**config.mk**
```make
export PLATFORM = sky130hd
export DESIGN_NAME = cc_miss_req_sequencer
export DESIGN_NICKNAME = d
export VERILOG_FILES = /design/src/rtl/cc_miss_req_sequencer.sv
export SDC_FILE = /design/constraint.sdc
export NUM_CORES = 1
export LEC_CHECK = 0
export ABC_AREA = 1
export CAP_MARGIN = 20
export CORE_ASPECT_RATIO = 0.9
export CORE_MARGIN = 2
export CORE_UTILIZATION = 38
export CTS_CLUSTER_SIZE = 25
export DETAILED_ROUTE_END_ITERATION = 7
export HOLD_SLACK_MARGIN = 0.05
export PLACE_DENSITY_LB_ADDON = 0.08
export SLEW_MARGIN = 15
export SYNTH_ARGS = -nofsm -noshare
export SYNTH_HDL_FRONTEND = slang
export SYNTH_SLANG_ARGS = --single-unit
```
**constraint.sdc**
```tcl
create_clock -name clk -period 2.8 [get_ports clk]
set_input_delay 0.56 -clock clk [delete_from_list [all_inputs] [get_ports clk]]
set_output_delay 0.56 -clock clk [all_outputs]
set_load 0.01 [all_outputs]
```
**src/rtl/cc_miss_req_sequencer.sv**
```systemverilog
// cc_miss_req_sequencer: accepts cache misses, pushes the miss FIFO, issues AR bursts, tracks refills.
// Optional checker build: define CC_MISS_SEQ_CHK_EN to add err_o and R beat counting.
module cc_miss_req_sequencer #(
    parameter int MAX_OUTSTANDING = 2,
    parameter int CNT_W           = 3
) (
    input  logic             clk,
    input  logic             rst_n,
    input  logic             miss_req_i,
    input  logic [31:0]      miss_addr_i,
    output logic             miss_ack_o,
    input  logic             miss_addr_fifo_full_i,
    output logic             miss_addr_fifo_wren_o,
    output logic [31:0]      miss_addr_fifo_wdata_o,
    output logic             mem_arvalid_o,
    input  logic             mem_arready_i,
    output logic [31:0]      mem_araddr_o,
    output logic [3:0]       mem_arlen_o,
    output logic [2:0]       mem_arsize_o,
    output logic [1:0]       mem_arburst_o,
    input  logic             mem_rvalid_i,
    input  logic             mem_rready_i,
    input  logic             mem_rlast_i,
`ifdef CC_MISS_SEQ_CHK_EN
    output logic             err_o,
`endif
    output logic [CNT_W-1:0] outstanding_o,
    output logic             busy_o
);

    typedef enum logic {
        IDLE  = 1'b0,
        ISSUE = 1'b1
    } state_t;

    localparam logic [CNT_W-1:0] MAX_CNT = CNT_W'(MAX_OUTSTANDING);

    state_t           state_q;
    state_t           state_d;
    logic             accept;
    logic             retire;
    logic [CNT_W-1:0] out_q;

    assign retire = mem_rvalid_i && mem_rready_i && mem_rlast_i;

    // Next state: one AR per accepted miss, no new accept while the AR is pending.
    always_comb begin
        state_d = state_q;
        accept  = 1'b0;
        unique case (state_q)
            IDLE: begin
                if (miss_req_i && !miss_addr_fifo_full_i && (out_q < MAX_CNT)) begin
                    accept  = 1'b1;
                    state_d = ISSUE;
                end
            end
            ISSUE: begin
                if (mem_arready_i) begin
                    state_d = IDLE;
                end
            end
        endcase
    end

    // State register.
    always_ff @(posedge clk) begin
        if (!rst_n) begin
            state_q <= IDLE;
        end else begin
            state_q <= state_d;
        end
    end

    // Capture the miss: aligned AR address, raw address and one-cycle FIFO push.
    always_ff @(posedge clk) begin
        if (!rst_n) begin
            mem_araddr_o           <= '0;
            miss_addr_fifo_wren_o  <= 1'b0;
            miss_addr_fifo_wdata_o <= '0;
        end else begin
            miss_addr_fifo_wren_o <= accept;
            if (accept) begin
                mem_araddr_o           <= {miss_addr_i[31:3], 3'b000};
                miss_addr_fifo_wdata_o <= miss_addr_i;
            end
        end
    end

    // Outstanding refills: +1 on accept, -1 on RLAST, saturating at zero.
    always_ff @(posedge clk) begin
        if (!rst_n) begin
            out_q <= '0;
        end else begin
            unique case ({accept, retire})
                2'b10: out_q <= out_q + CNT_W'(1);
                2'b01: begin
                    if (out_q != '0) begin
                        out_q <= out_q - CNT_W'(1);
                    end
                end
                default: out_q <= out_q;
            endcase
        end
    end

`ifdef CC_MISS_SEQ_CHK_EN
    logic [2:0] beat_q;
    logic       err_q;

    // Burst checker: counts R beats and flags short/long or unexpected bursts.
    always_ff @(posedge clk) begin
        if (!rst_n) begin
            beat_q <= '0;
            err_q  <= 1'b0;
        end else begin
            if (mem_rvalid_i && mem_rready_i) begin
                beat_q <= mem_rlast_i ? 3'd0 : beat_q + 3'd1;
            end
            if (retire && ((beat_q != 3'd7) || (out_q == '0))) begin
                err_q <= 1'b1;
            end
            if (accept && (out_q == MAX_CNT)) begin
                err_q <= 1'b1;
            end
        end
    end

    assign err_o = err_q;
`endif

    assign miss_ack_o    = accept;
    assign mem_arvalid_o = (state_q == ISSUE);
    assign mem_arlen_o   = 4'd7;
    assign mem_arsize_o  = 3'b011;
    assign mem_arburst_o = 2'b10;
    assign outstanding_o = out_q;
    assign busy_o        = (state_q != IDLE) || (out_q != '0);

endmodule
```
Word-level counts from Yosys, hierarchy flattened
Cells that the tools add are included.

word-level totals
  bits in registers = 66
  latch bits = 0
  memory bits (writable) = 0
  memory bits (read-only) = 0
  output and inout port bits = 80
  memories kept = 0

cells by class
  add/subtract/negate cells = 2
  $mul = 0
  div/mod/pow operators = 0
  order comparisons = 1
  eq/ne operators = 3
  shift-type cells = 0
  mux-type cells = 6
  bitwise gates (word level) = 1
  reduce and logical (&&, ||, !) cells = 9

operators with widths
  cell                                                                  count
  3-bit one-hot mux with 2 select lines                                 1
  1-bit logical AND                                                     4
  3-bit by 1-bit adder with 3-bit output, second input constant         1
  3-bit by 2-bit < comparator with 1-bit output, second input constant  1
  1-bit 2-to-1 mux                                                      3
  3-bit 2-to-1 mux                                                      1
  3-bit nonzero test                                                    1
  3-bit by 1-bit subtractor with 3-bit output, second input constant    1
  2-bit by 1-bit == test with 1-bit output, second input constant       1
  2-bit == test, second input constant                                  1
  2-bit inequality test, second input constant                          1
  1-bit one-hot mux with 2 select lines                                 1
  2-bit AND reduction                                                   1
  2-bit nonzero test                                                    1
  1-bit zero test                                                       1
  1-bit logical OR                                                      1
  1-bit NOT                                                             1

Longest topological paths before layout
  depth after elaboration = 8
  mapped depth = 14
  mapped depth without buffers = 13

Worst setup path before layout
No wires, ideal clock.

  path type = input -> register
  from = input miss_req_i
  to = register out_q[2], in the netlist outstanding_o[2]
  setup time = 117 ps
  data arrival time = 1,694 ps
  required time = 2,683 ps
  setup slack = 989 ps
  stages = 14
  cells stage by stage = inv_1 > nor2_1 > nand3_4 > buf_8 > nand2_4 > xor2_1 > inv_1 > ha_1 > inv_1 > nand2_1 > nand2_1 > nand2_1 > nor2_1 > nor2_1

on the way
  longest elaborated chain between the ends = 7

RTL lines
  element                                                                    RTL line  RTL
  from (decl)                                                                9         input logic miss_req_i,
  1-bit logical AND (*) (2 in a row)                                         52        if (miss_req_i && !miss_addr_fifo_full_i && (out_q < MAX_CNT)) begin
  1-bit 2-to-1 mux (*)                                                       52
  1-bit 2-to-1 mux (*)                                                       50        unique case (state_q)
  2-bit by 1-bit == test with 1-bit output or 2-bit == test (tied branches)  94        unique case ({accept, retire})
  2-bit inequality test (no line) or 2-bit nonzero test (tied branches)      --
  2-bit AND reduction (no line)                                              --
  to (signal assigned)                                                       95        2'b10: out_q <= out_q + CNT_W'(1);
  to (signal assigned)                                                       98        out_q <= out_q - CNT_W'(1);
  to (signal assigned)                                                       101       default: out_q <= out_q;
  to (decl)                                                                  42        logic [CNT_W-1:0] out_q;

Mark *: on every way between the ends. The rest lies on a longest branch, timed or not.
A chain may end at the register's enable or synchronous reset.

Worst setup path after layout
  from = input miss_req_i
  to = output miss_ack_o

on the way
  longest elaborated chain between the ends = 4

RTL lines
  element                         RTL line  RTL
  1-bit logical AND (2 in a row)  52
  1-bit 2-to-1 mux                52
  1-bit 2-to-1 mux                50
  to (decl)                       11        output logic miss_ack_o,

Every way passes these cells.

==> flow_summary.toml <==
[global_route]
grt_max_degree = 39
groute.layer.met2.usage = 0.2609
initial_antenna_violation_count = 0
groute.layer.met1.usage = 0.1789
first_global_vias = 1368
global_route.overflow_total = 0
busiest_layer = "met2"
track_usage = 0.1491
global_route.usage.met3 = 0.03924
grt_pass1_wl_um = 5968

[placed_design]
dpl-instance-area_um2 = 2584
place_congestion = 0.7322
buffer_ports.inserted = 107
placement.setup.worst_slack_ps = 232.2
place_inst = 358
dp_hpwl_um = 2885

[synth]
avgSynthCellArea_um2 = 7.739
synthTopCellsByArea = "sky130_fd_sc_hd__dfxtp_1 (42%), sky130_fd_sc_hd__buf_4 (18%), sky130_fd_sc_hd__nor2_1 (16%)"
syn_inst = 227
synth_seq_area_share = 0.4217
async_reset_ff_frac = 0
synthDominantCellAreaShare = 0.4217
synthFlopType = "sky130_fd_sc_hd__dfxtp_1"
netlist.top_cell.by_area = "sky130_fd_sc_hd__dfxtp_1"
yosys_warnings = 0
edff_count_synth = 0
netlist-cell-type-count = 25
number_of_storage_elements_in_the_synthesis_netlist = 37
synthesis.area_um2 = 1757

[min_path]
hold_path_class = "reg2reg"
number_of_cells_traversed_by_the_worst_hold_path = 2

[clocking]
cts.reportedPaths.clkPinSlew_ps = 70
tritoncts = "done"
numClockSinks = 37
cts_buffers = 5
cts-hold-fix-buffers = 0
htreeDepth = 2
cts.repair_timing.setup_buffer_count = 0
clock_path_buffers = 2
cts_resized = 0
clkLatencyLatePin_ps = 280
clock_tree.root_cell = "sky130_fd_sc_hd__clkbuf_8"

[timing]
top_achievable_clock_speed_mhz = 404.8
min_period_over_period = 0.8822
final_number_of_setup_violating_endpoints = 0
fin_ws_ps = 329.8
timing_max_transition_violations_final = 0
finalHoldViolations = 0
clock_skew_ps = 7.379
totalNegativeSetupSlack_ps = 0
finalWorstPathRequiredPeriod_ps = 2470
grt_setup_unrepaired = "no"

[floorplan]
floorplan.die.width_um = 75.67
initial_core_util = 0.3938
floorplan.core_area_um2 = 4461
die_area_um2 = 5183
floorplan.rows = 23
ioPinCount = 120
die-height_um = 68.50

[routing]
route.detailed.wl_per_inst_um = 10.59
antenna_violating_nets_post_route = 0
vias = 1560
routed_wl_um = 3867
firstDrtPassIters = 4
detail_route.iter0.violations = 69
route.detailed.drc = 0
post_drt_via_cell_ratio = 4.274

[critical_path]
critPathMaxFanout = 2
cp.arrival_ps = 1910
family_with_the_most_delay_on_the_worst_path = "buffers and inverters"
timing.critical_path.cells = "clkdlybuf4s50_1 -> inv_1 -> nor2_1 -> nand3_4 -> inv_4 -> clkdlybuf4s50_1"
critical_path.endpoint_type = "output port"
rr_worst_depth = 13
worst-setup-path-type = "in2out"
worstSetupStartpointType = "input pin"
cp_num_cells = 6
timing.critical_path.slowest_cell_delay_ps = 540
crit_path_frequent_cell = "sky130_fd_sc_hd__clkdlybuf4s50_1"
timing.critical_path.required_ps = 2240
critical_path.slowest_cell = "sky130_fd_sc_hd__clkdlybuf4s50_1"
reg2reg_slack_ps = 890
critical_path.n_buffers_inverters = 4

[pwr]
power_density_nw_per_um2 = 541.3
power.leakage_uw = 0.001054
vdd_ir_max_mv = 0.4036

[layout]
drive_gt1_frac = 0.06601
synthToLayoutAreaGrowth_pct = 52.21
layout.cell_area.non_filler_um2 = 2674
finalNetCount = 344
final-instance-count-excl-fill = 365
antenna_cells_inserted = 0

[status]
status = "finished clean"

[job]
maxCapViolations = 0
where the power goes:
part	switching, µW	internal, µW
logic	193	260
clock network	179	194
registers	41.2	579
logic make-up after synthesis:
family	Yosys count	synth area share
other	2	0.004275
AND/OR/NAND/NOR	90	0.2187
buffers and inverters	60	0.2386
XOR/XNOR	1	0.004987
adder cells (fa/ha/maj)	1	0.007121
flip-flops	37	0.4217
AO/OA/AOI/OAI	36	0.1047
sequential cells by signal, indices dropped and copies added, names as in the netlist:
signal,count
miss_addr_fifo_wren_o,1
miss_addr_fifo_wdata_o,32
mem_arvalid_o,1
outstanding_o,3
cells in the mapped netlist (all sizes together) (2+ instances only):
| cell | count |
|---|---|
| buf | 47 |
| clkbuf | 4 |
| conb | 2 |
| dfxtp | 37 |
| inv | 8 |
| nand2 | 7 |
| nand3 | 5 |
| nor2 | 77 |
| o21ai | 36 |
placed cells by master, fill, tap and decap left out:
master                              n
sky130_fd_sc_hd__and3_1             1
sky130_fd_sc_hd__buf_4              3
sky130_fd_sc_hd__clkbuf_8           6
sky130_fd_sc_hd__clkdlybuf4s50_1  107
sky130_fd_sc_hd__clkinv_2           1
sky130_fd_sc_hd__clkinvlp_4         1
sky130_fd_sc_hd__conb_1            12
sky130_fd_sc_hd__dfxtp_1           37
sky130_fd_sc_hd__ha_1               1
sky130_fd_sc_hd__inv_1              6
sky130_fd_sc_hd__inv_2              1
sky130_fd_sc_hd__inv_4              1
sky130_fd_sc_hd__nand2_1            4
sky130_fd_sc_hd__nand2_2            2
sky130_fd_sc_hd__nand2_4            1
sky130_fd_sc_hd__nand3_1            3
sky130_fd_sc_hd__nand3_2            1
sky130_fd_sc_hd__nand3_4            1
sky130_fd_sc_hd__nor2_1            76
sky130_fd_sc_hd__nor2_4             1
sky130_fd_sc_hd__o21ai_0           10
sky130_fd_sc_hd__o21ai_1           25
sky130_fd_sc_hd__o21ai_2            1
sky130_fd_sc_hd__xor2_1             1
worst paths after layout:
kind	start	endpoint
worst min-delay path	miss_addr_fifo_wdata_o[2]$_SDFFE_PN0P_	miss_addr_fifo_wdata_o[2]$_SDFFE_PN0P_
worst max-delay path	miss_req_i	miss_ack_o
worst max register to register	outstanding_o[2]$_SDFFE_PN0P_	outstanding_o[2]$_SDFFE_PN0P_
worst min register to register	miss_addr_fifo_wdata_o[2]$_SDFFE_PN0P_	miss_addr_fifo_wdata_o[2]$_SDFFE_PN0P_
metrics by stage:
| stage | power, µW | hold slack (ps) | utilization |
|---|---|---|---|
| 2_1_floorplan | 897.4 | 510.4 | - |
| 3_3_place_gp | 1088 | 463.4 | 0.5792 |
| 3_5_place_dp | 1093 | 480.0 | 0.5792 |
| 4_1_cts | 1471 | 494.1 | 0.5994 |
| 5_1_grt | 1534 | 512.8 | 0.5994 |
| 6_report | 1447 | 495.1 | 0.5994 |
worst register-to-register path: stages (launching register included):
cell and delay, ps:
sky130_fd_sc_hd__dfxtp_1 450, sky130_fd_sc_hd__nor2_4 80, sky130_fd_sc_hd__nand3_4 100, sky130_fd_sc_hd__buf_4 370, sky130_fd_sc_hd__nand2_4 90, sky130_fd_sc_hd__xor2_1 140, sky130_fd_sc_hd__inv_1 50, sky130_fd_sc_hd__ha_1 170
sky130_fd_sc_hd__inv_1 50, sky130_fd_sc_hd__nand2_1 60, sky130_fd_sc_hd__nand2_1 70, sky130_fd_sc_hd__nand2_1 40, sky130_fd_sc_hd__nor2_1 90, sky130_fd_sc_hd__nor2_1 40
routing by layer:
metal  share of wire  vias up
li1                -      806
met4          0.0085        0
met3           0.072        5
met1            0.44      681
met5               0        -
met2            0.48       68
area by class of cell:
cell class                      count  area (µm²)
Clock buffer                        6       82.58
Clock inverter                      1       7.507
Fill cell                         435        1787
Inverter                            9       37.54
Multi-Input combinational cell    140       634.4
Sequential cell                    37       740.7
Tap cell                           62       77.57
Timing Repair Buffer              110        1094
Note: power is estimated with default switching activity, not from simulation.
